$ cat config.mk
export PLATFORM = sky130hd
export DESIGN_NAME = locking_rr_arbiter
export DESIGN_NICKNAME = d
export VERILOG_FILES = /design/src/rtl/arb_pkg.sv /design/src/rtl/rr_pick.sv /design/src/rtl/locking_rr_arbiter.sv
export SDC_FILE = /design/constraint.sdc
export NUM_CORES = 1
export LEC_CHECK = 0
export CELL_PAD_IN_SITES_DETAIL_PLACEMENT = 2
export CELL_PAD_IN_SITES_GLOBAL_PLACEMENT = 2
export CORE_MARGIN = 4
export CORE_UTILIZATION = 19
export DETAILED_ROUTE_END_ITERATION = 10
export PLACE_DENSITY = 0.79
export SLEW_MARGIN = 20
export SYNTH_ARGS = -nofsm -noshare
export SYNTH_HDL_FRONTEND = slang
export SYNTH_SLANG_ARGS = --single-unit
$ cat constraint.sdc
create_clock -name clk -period 3 [get_ports clk]
set_input_delay 0.6 -clock clk [delete_from_list [all_inputs] [get_ports clk]]
set_output_delay 0.6 -clock clk [all_outputs]
set_load 0.02 [all_outputs]
$ cat src/rtl/arb_pkg.sv
// Shared types and width helpers for the locking round-robin arbiter.
package arb_pkg;

    // Arbiter FSM: free arbitration, or a burst pinned to one requester.
    typedef enum logic {
        IDLE   = 1'b0,
        LOCKED = 1'b1
    } arb_state_e;

    // Index and counter registers never shrink below one bit.
    localparam int MIN_W = 1;

    // Bits needed to hold the values 0..n-1.
    function automatic int idx_width(input int n);
        return (n > 1) ? $clog2(n) : MIN_W;
    endfunction

endpackage

$ cat src/rtl/rr_pick.sv
// Masked round-robin search: the first valid requester above `last`,
// otherwise the lowest valid requester, otherwise N-1 when nothing is valid.
module rr_pick
    import arb_pkg::*;
#(
    parameter int N     = 4,
    parameter int IDX_W = idx_width(N)
) (
    input  logic [N-1:0]     valid,
    input  logic [IDX_W-1:0] last,
    output logic [IDX_W-1:0] idx
);

    logic [N-1:0] above;

    // Later loops override earlier results, so the masked winner has priority.
    always_comb begin
        above = '0;
        idx   = IDX_W'(N - 1);
        for (int i = 0; i < N; i++) begin
            above[i] = valid[i] && (IDX_W'(i) > last);
        end
        for (int i = N - 1; i >= 0; i--) begin
            if (valid[i]) idx = IDX_W'(i);
        end
        if (|above) begin
            for (int i = N - 1; i >= 0; i--) begin
                if (above[i]) idx = IDX_W'(i);
            end
        end
    end

endmodule

$ cat src/rtl/locking_rr_arbiter.sv
// Round-robin arbiter that holds its grant for BEATS transfers once a
// requester wins. Pure mux datapath: zero latency, no buffering.
// Optional macro LOCK_TIMEOUT_EN: a lock stalled by its owner for TIMEOUT
// consecutive cycles is dropped, with a one-cycle io_timeout pulse.
//
//   state  | meaning
//   -------+-------------------------------------------------------------
//   IDLE   | round-robin pick each cycle; a fire starts a burst
//   LOCKED | grant pinned to lock_q until BEATS fires (or timeout)
module locking_rr_arbiter
    import arb_pkg::*;
#(
    parameter int N       = 4,
    parameter int W       = 8,
    parameter int BEATS   = 4,
    parameter int TIMEOUT = 15
) (
    input  logic                 clk,
    input  logic                 reset,
    input  logic [N-1:0]         io_in_valid,
    input  logic [N*W-1:0]       io_in_bits,
    output logic [N-1:0]         io_in_ready,
    output logic                 io_out_valid,
    input  logic                 io_out_ready,
    output logic [W-1:0]         io_out_bits,
    output logic [$clog2(N)-1:0] io_chosen,
    output logic                 io_locked,
    output logic                 io_timeout
);

    localparam int IDX_W = idx_width(N);
    localparam int CNT_W = idx_width(BEATS);

    if (N < 2 || BEATS < 1 || TIMEOUT < 1) begin : g_bad_params
        $error("locking_rr_arbiter: illegal parameter values");
    end

    arb_state_e       state_q, state_d;
    logic [IDX_W-1:0] last_q, last_d;
    logic [IDX_W-1:0] lock_q, lock_d;
    logic [CNT_W-1:0] cnt_q, cnt_d;
    logic [IDX_W-1:0] pick_idx;
    logic [IDX_W-1:0] chosen;
    logic             fire;

    rr_pick #(
        .N     (N),
        .IDX_W (IDX_W)
    ) u_pick (
        .valid (io_in_valid),
        .last  (last_q),
        .idx   (pick_idx)
    );

    assign chosen    = (state_q == LOCKED) ? lock_q : pick_idx;
    assign io_chosen = chosen;
    assign io_locked = (state_q == LOCKED);
    assign fire      = io_out_valid & io_out_ready;

    // Output mux; io_out_valid never depends on io_out_ready.
    always_comb begin
        io_out_valid = 1'b0;
        io_out_bits  = '0;
        io_in_ready  = '0;
        for (int i = 0; i < N; i++) begin
            if (IDX_W'(i) == chosen) begin
                io_out_valid   = io_in_valid[i];
                io_out_bits    = io_in_bits[i*W +: W];
                io_in_ready[i] = io_out_ready;
            end
        end
    end

`ifdef LOCK_TIMEOUT_EN
    localparam int TO_W = idx_width(TIMEOUT);

    logic [TO_W-1:0] tcnt_q, tcnt_d;
    logic            timeout_q, timeout_d;

    assign io_timeout = timeout_q;
`else
    assign io_timeout = 1'b0;
`endif

    // Next-state logic: burst entry, beat counting and (optionally) stall timeout.
    always_comb begin
        state_d = state_q;
        last_d  = last_q;
        lock_d  = lock_q;
        cnt_d   = cnt_q;
`ifdef LOCK_TIMEOUT_EN
        tcnt_d    = '0;
        timeout_d = 1'b0;
`endif
        case (state_q)
            IDLE: begin
                if (fire) begin
                    last_d = chosen;
                    if (BEATS > 1) begin
                        state_d = LOCKED;
                        lock_d  = chosen;
                        cnt_d   = CNT_W'(1);
                    end
                end
            end
            LOCKED: begin
                if (fire) begin
                    if (cnt_q == CNT_W'(BEATS - 1)) begin
                        state_d = IDLE;
                        cnt_d   = '0;
                    end else begin
                        cnt_d = cnt_q + 1'b1;
                    end
                end
`ifdef LOCK_TIMEOUT_EN
                // last_q already equals lock_q, so a forced unlock rotates past it.
                else if (!io_in_valid[lock_q]) begin
                    if (tcnt_q == TO_W'(TIMEOUT - 1)) begin
                        state_d   = IDLE;
                        cnt_d     = '0;
                        timeout_d = 1'b1;
                    end else begin
                        tcnt_d = tcnt_q + 1'b1;
                    end
                end
`endif
            end
            default: state_d = IDLE;
        endcase
    end

    // State registers; reset abandons any burst and gives input 0 top priority.
    always_ff @(posedge clk or negedge reset) begin
        if (!reset) begin
            state_q <= IDLE;
            last_q  <= IDX_W'(N - 1);
            lock_q  <= '0;
            cnt_q   <= '0;
        end else begin
            state_q <= state_d;
            last_q  <= last_d;
            lock_q  <= lock_d;
            cnt_q   <= cnt_d;
        end
    end

`ifdef LOCK_TIMEOUT_EN
    // Stall counter and registered timeout pulse.
    always_ff @(posedge clk or negedge reset) begin
        if (!reset) begin
            tcnt_q    <= '0;
            timeout_q <= 1'b0;
        end else begin
            tcnt_q    <= tcnt_d;
            timeout_q <= timeout_d;
        end
    end
`endif

endmodule
==> metrics <==
PD cells=around 1200 nW/um^2; worst min-delay path class=reg -> reg; Worst Skew=approximately 0.0058 ns; grt peak-use layer=met2; share of cells above drive strength 1=35.7%; Nets=approximately 210; Leak=roughly 0.8 nW; post-synthesis compound-gate area fraction=16.5%; dpl cell area=~1600 um^2; Max Cap Viol=0; clk sinks=7; Initial Util=around a fifth; Die W=about 75 um; R2R Path Start=last_q[1]$_DFFE_PN1P_; arrival time at the worst endpoint=approximately 2.3 ns; Mapped Nets=125; maximum VDD drop=between 200 and 300 uV; global-route wire length before repair=about 6400 um; Overflow after GRT=0; Placer Congestion=~0.74; most frequent cells in the layout=clkdlybuf4s50_1 (35), buf_4 (28), mux2i_1 (26), buf_2 (7), nor2_1 (6); met1 usage=between 10% and 20%; RR Endpoint=io_locked$_DFF_PN0_; CP Data Required Time=~2.4 ns; post-route cell area=1690 um^2; Mean Syn Cell Area=about 10 um^2; vias in the first global route=roughly 1100; Non-Filler Instances=around 220; largest family of logic cells by synthesized area=multiplexers; Synth Area in Simple Gates=around an eighth; Die ar.=~5600 um^2; hold_ws=just over 0.5 ns; worst path bufs/invs=5; hold endpoint=lock_q[0]$_DFFE_PN0P_; commonest non-fill, non-tap cell in the layout=clkdlybuf4s50_1; port bufs=54; Adder-Cell Fraction of Synth Area=approximately 1.5%; router iterations before antenna repair=2; CP max stage cell=a221oi_2; Die H=approximately 75 um; synthesized instance count=85; Routed WL per cell=between 20 and 25 um; Setup WS pre-CTS=-0.623 ns; Ports=56; met2 usage=a little under a third; instance count on the critical path=11; HPWL after DPL=between 3000 and 4000 um; leading area contributor after synthesis=mux2i_1; Setup-failing EPs final=0; routed via count=approximately 990; Inst Count DP=approximately 200; H-tree Lvls=1; crit-path max cell delay=approximately 0.31 ns; post-route ant nets=0; Layout area overhead=101%; period utilisation layout=between 90% and 100%; total negative setup slack=0 ns; Hold Violations, Final=0; worst setup margin=0.0696 ns; Overall Power=2.09 mW; core box area=slightly above 4000 um^2; FF+latch count, synth=7; Synth top area share=between 30% and 40%; Tmin final=2.93 ns; worst hold path startpoint=lock_q[0]$_DFFE_PN0P_; Post-Syn Area=~840 um^2; DR iter-0 viols=24; multi-input logic area=648 um^2; Synth area leaders=mux2i_1 (32%), dfrtp_1 (15%), dfstp_2 (6.3%); largest net degree at the start of global routing=14; row count=23; depth of the most critical reg-to-reg path=11; cts-stage hold buffer count=0; fmax=between 300 and 400 MHz; FF-to-FF setup slack=between 0.4 and 0.5 ns; CP delay by family, top=buffers and inverters; Setup crit end kind=primary output; yosys warns=0; status=finished, final reports clean; Filler cells=~470; CTS Buf Count=3; DRT Wirelength=around 4400 um; Hold Path Depth=1; post-synthesis mux area share=a little over two fifths; crit-path cells=clkdlybuf4s15_1 > nand2b_1 > a221oi_2 > nor2_1 > o31a_1 > inv_2 > buf_4 > buf_12 > mux2i_1 > mux2i_1 > buf_4; Finished Core Util=40.8%; DRC viols=0; clock root cell=clkbuf_8; Distinct cells, synth=28; vias per cell=4.56; sequential fraction of the synthesis area=21.1%; register area=between 150 and 200 um^2; CP max FO=7; Worst-path clk slew=~0.040 ns; Max clock buf depth=2; GRT Total Usage=about 15%; antenna cells=0; met3 usage=under 10%; initial antenna violation count=0; Pins Over Slew Limit=0; Worst-Skew Late Latency=around 0.23 ns; TritonCTS clock tree=yes; CP startpoint kind=input port; Synth Area in XOR/XNOR=0%; critical path type=in -> out
==> state kept, by name, summed over array words and instances (netlist names) <==
register,flops
lock_q,2
io_locked,1
last_q,2
cnt_q,2
==> cells in the mapped netlist, drive strengths merged <==
cell,count
dfrtp,5
o31a,2
a21o,1
and2,1
a211oi,1
nor2,6
dfstp,2
o21bai,1
o21a,2
nor2b,1
nand2,3
and3,2
mux2,5
o21ai,4
buf,5
mux2i,28
inv,4
nor3,4
nand2b,2
a21oi,2
conb,1
ha,1
a221oi,2
==> cells by family after synthesis <==
family | Yosys count
AND/OR/NAND/NOR | 19
buffers and inverters | 9
multiplexers | 33
adder cells (fa/ha/maj) | 1
AO/OA/AOI/OAI | 15
other | 1
flip-flops | 7
==> timing repair <==
| action | in CTS | in global routing |
|---|---|---|
| endpoints found under the setup margin | 15 | 11 |
| cloned | 2 | 0 |
| buffers inserted | 7 | 4 |
| gates resized for setup | 50 | 13 |
| pin swaps | 3 | 2 |
==> layout make-up <==
cell class | instances | area share [%]
timing repair buffer | 83 | 43.9
multi-input combinational | 70 | 38.3
sequential | 7 | 10.5
tap | 50 | 3.70
clock buffer | 4 | 2.66
inverter | 4 | 0.888
==> power breakdown <==
group,switching [mW],internal [mW]
Clock,0.0416,0.0921
Combinational,0.853,0.899
Sequential,0.0472,0.155
Total,0.942,1.15
==> metal layers <==
layer | wire length [um] | up-vias
met5 | 0 | -
met4 | 110 | 0
met3 | 93 | 8
met2 | 2640 | 12
met1 | 1520 | 495
li1 | - | 478
==> how the worst max path moves through the flow <==
stage                     startpoint        endpoint  slack (ns)
5_1_grt        last_q[1]$_DFFE_PN1P_  io_out_bits[4]       -0.02
2_1_floorplan  last_q[1]$_DFFE_PN1P_  io_out_bits[0]        0.33
4_1_cts               io_in_valid[0]  io_in_ready[0]       0.007
3_5_place_dp          io_in_valid[2]  io_out_bits[4]       -0.62
3_3_place_gp          io_in_valid[2]  io_out_bits[2]       -0.51
6_report              io_in_valid[3]  io_out_bits[4]        0.07
Note: power is estimated with default switching activity, not from simulation.
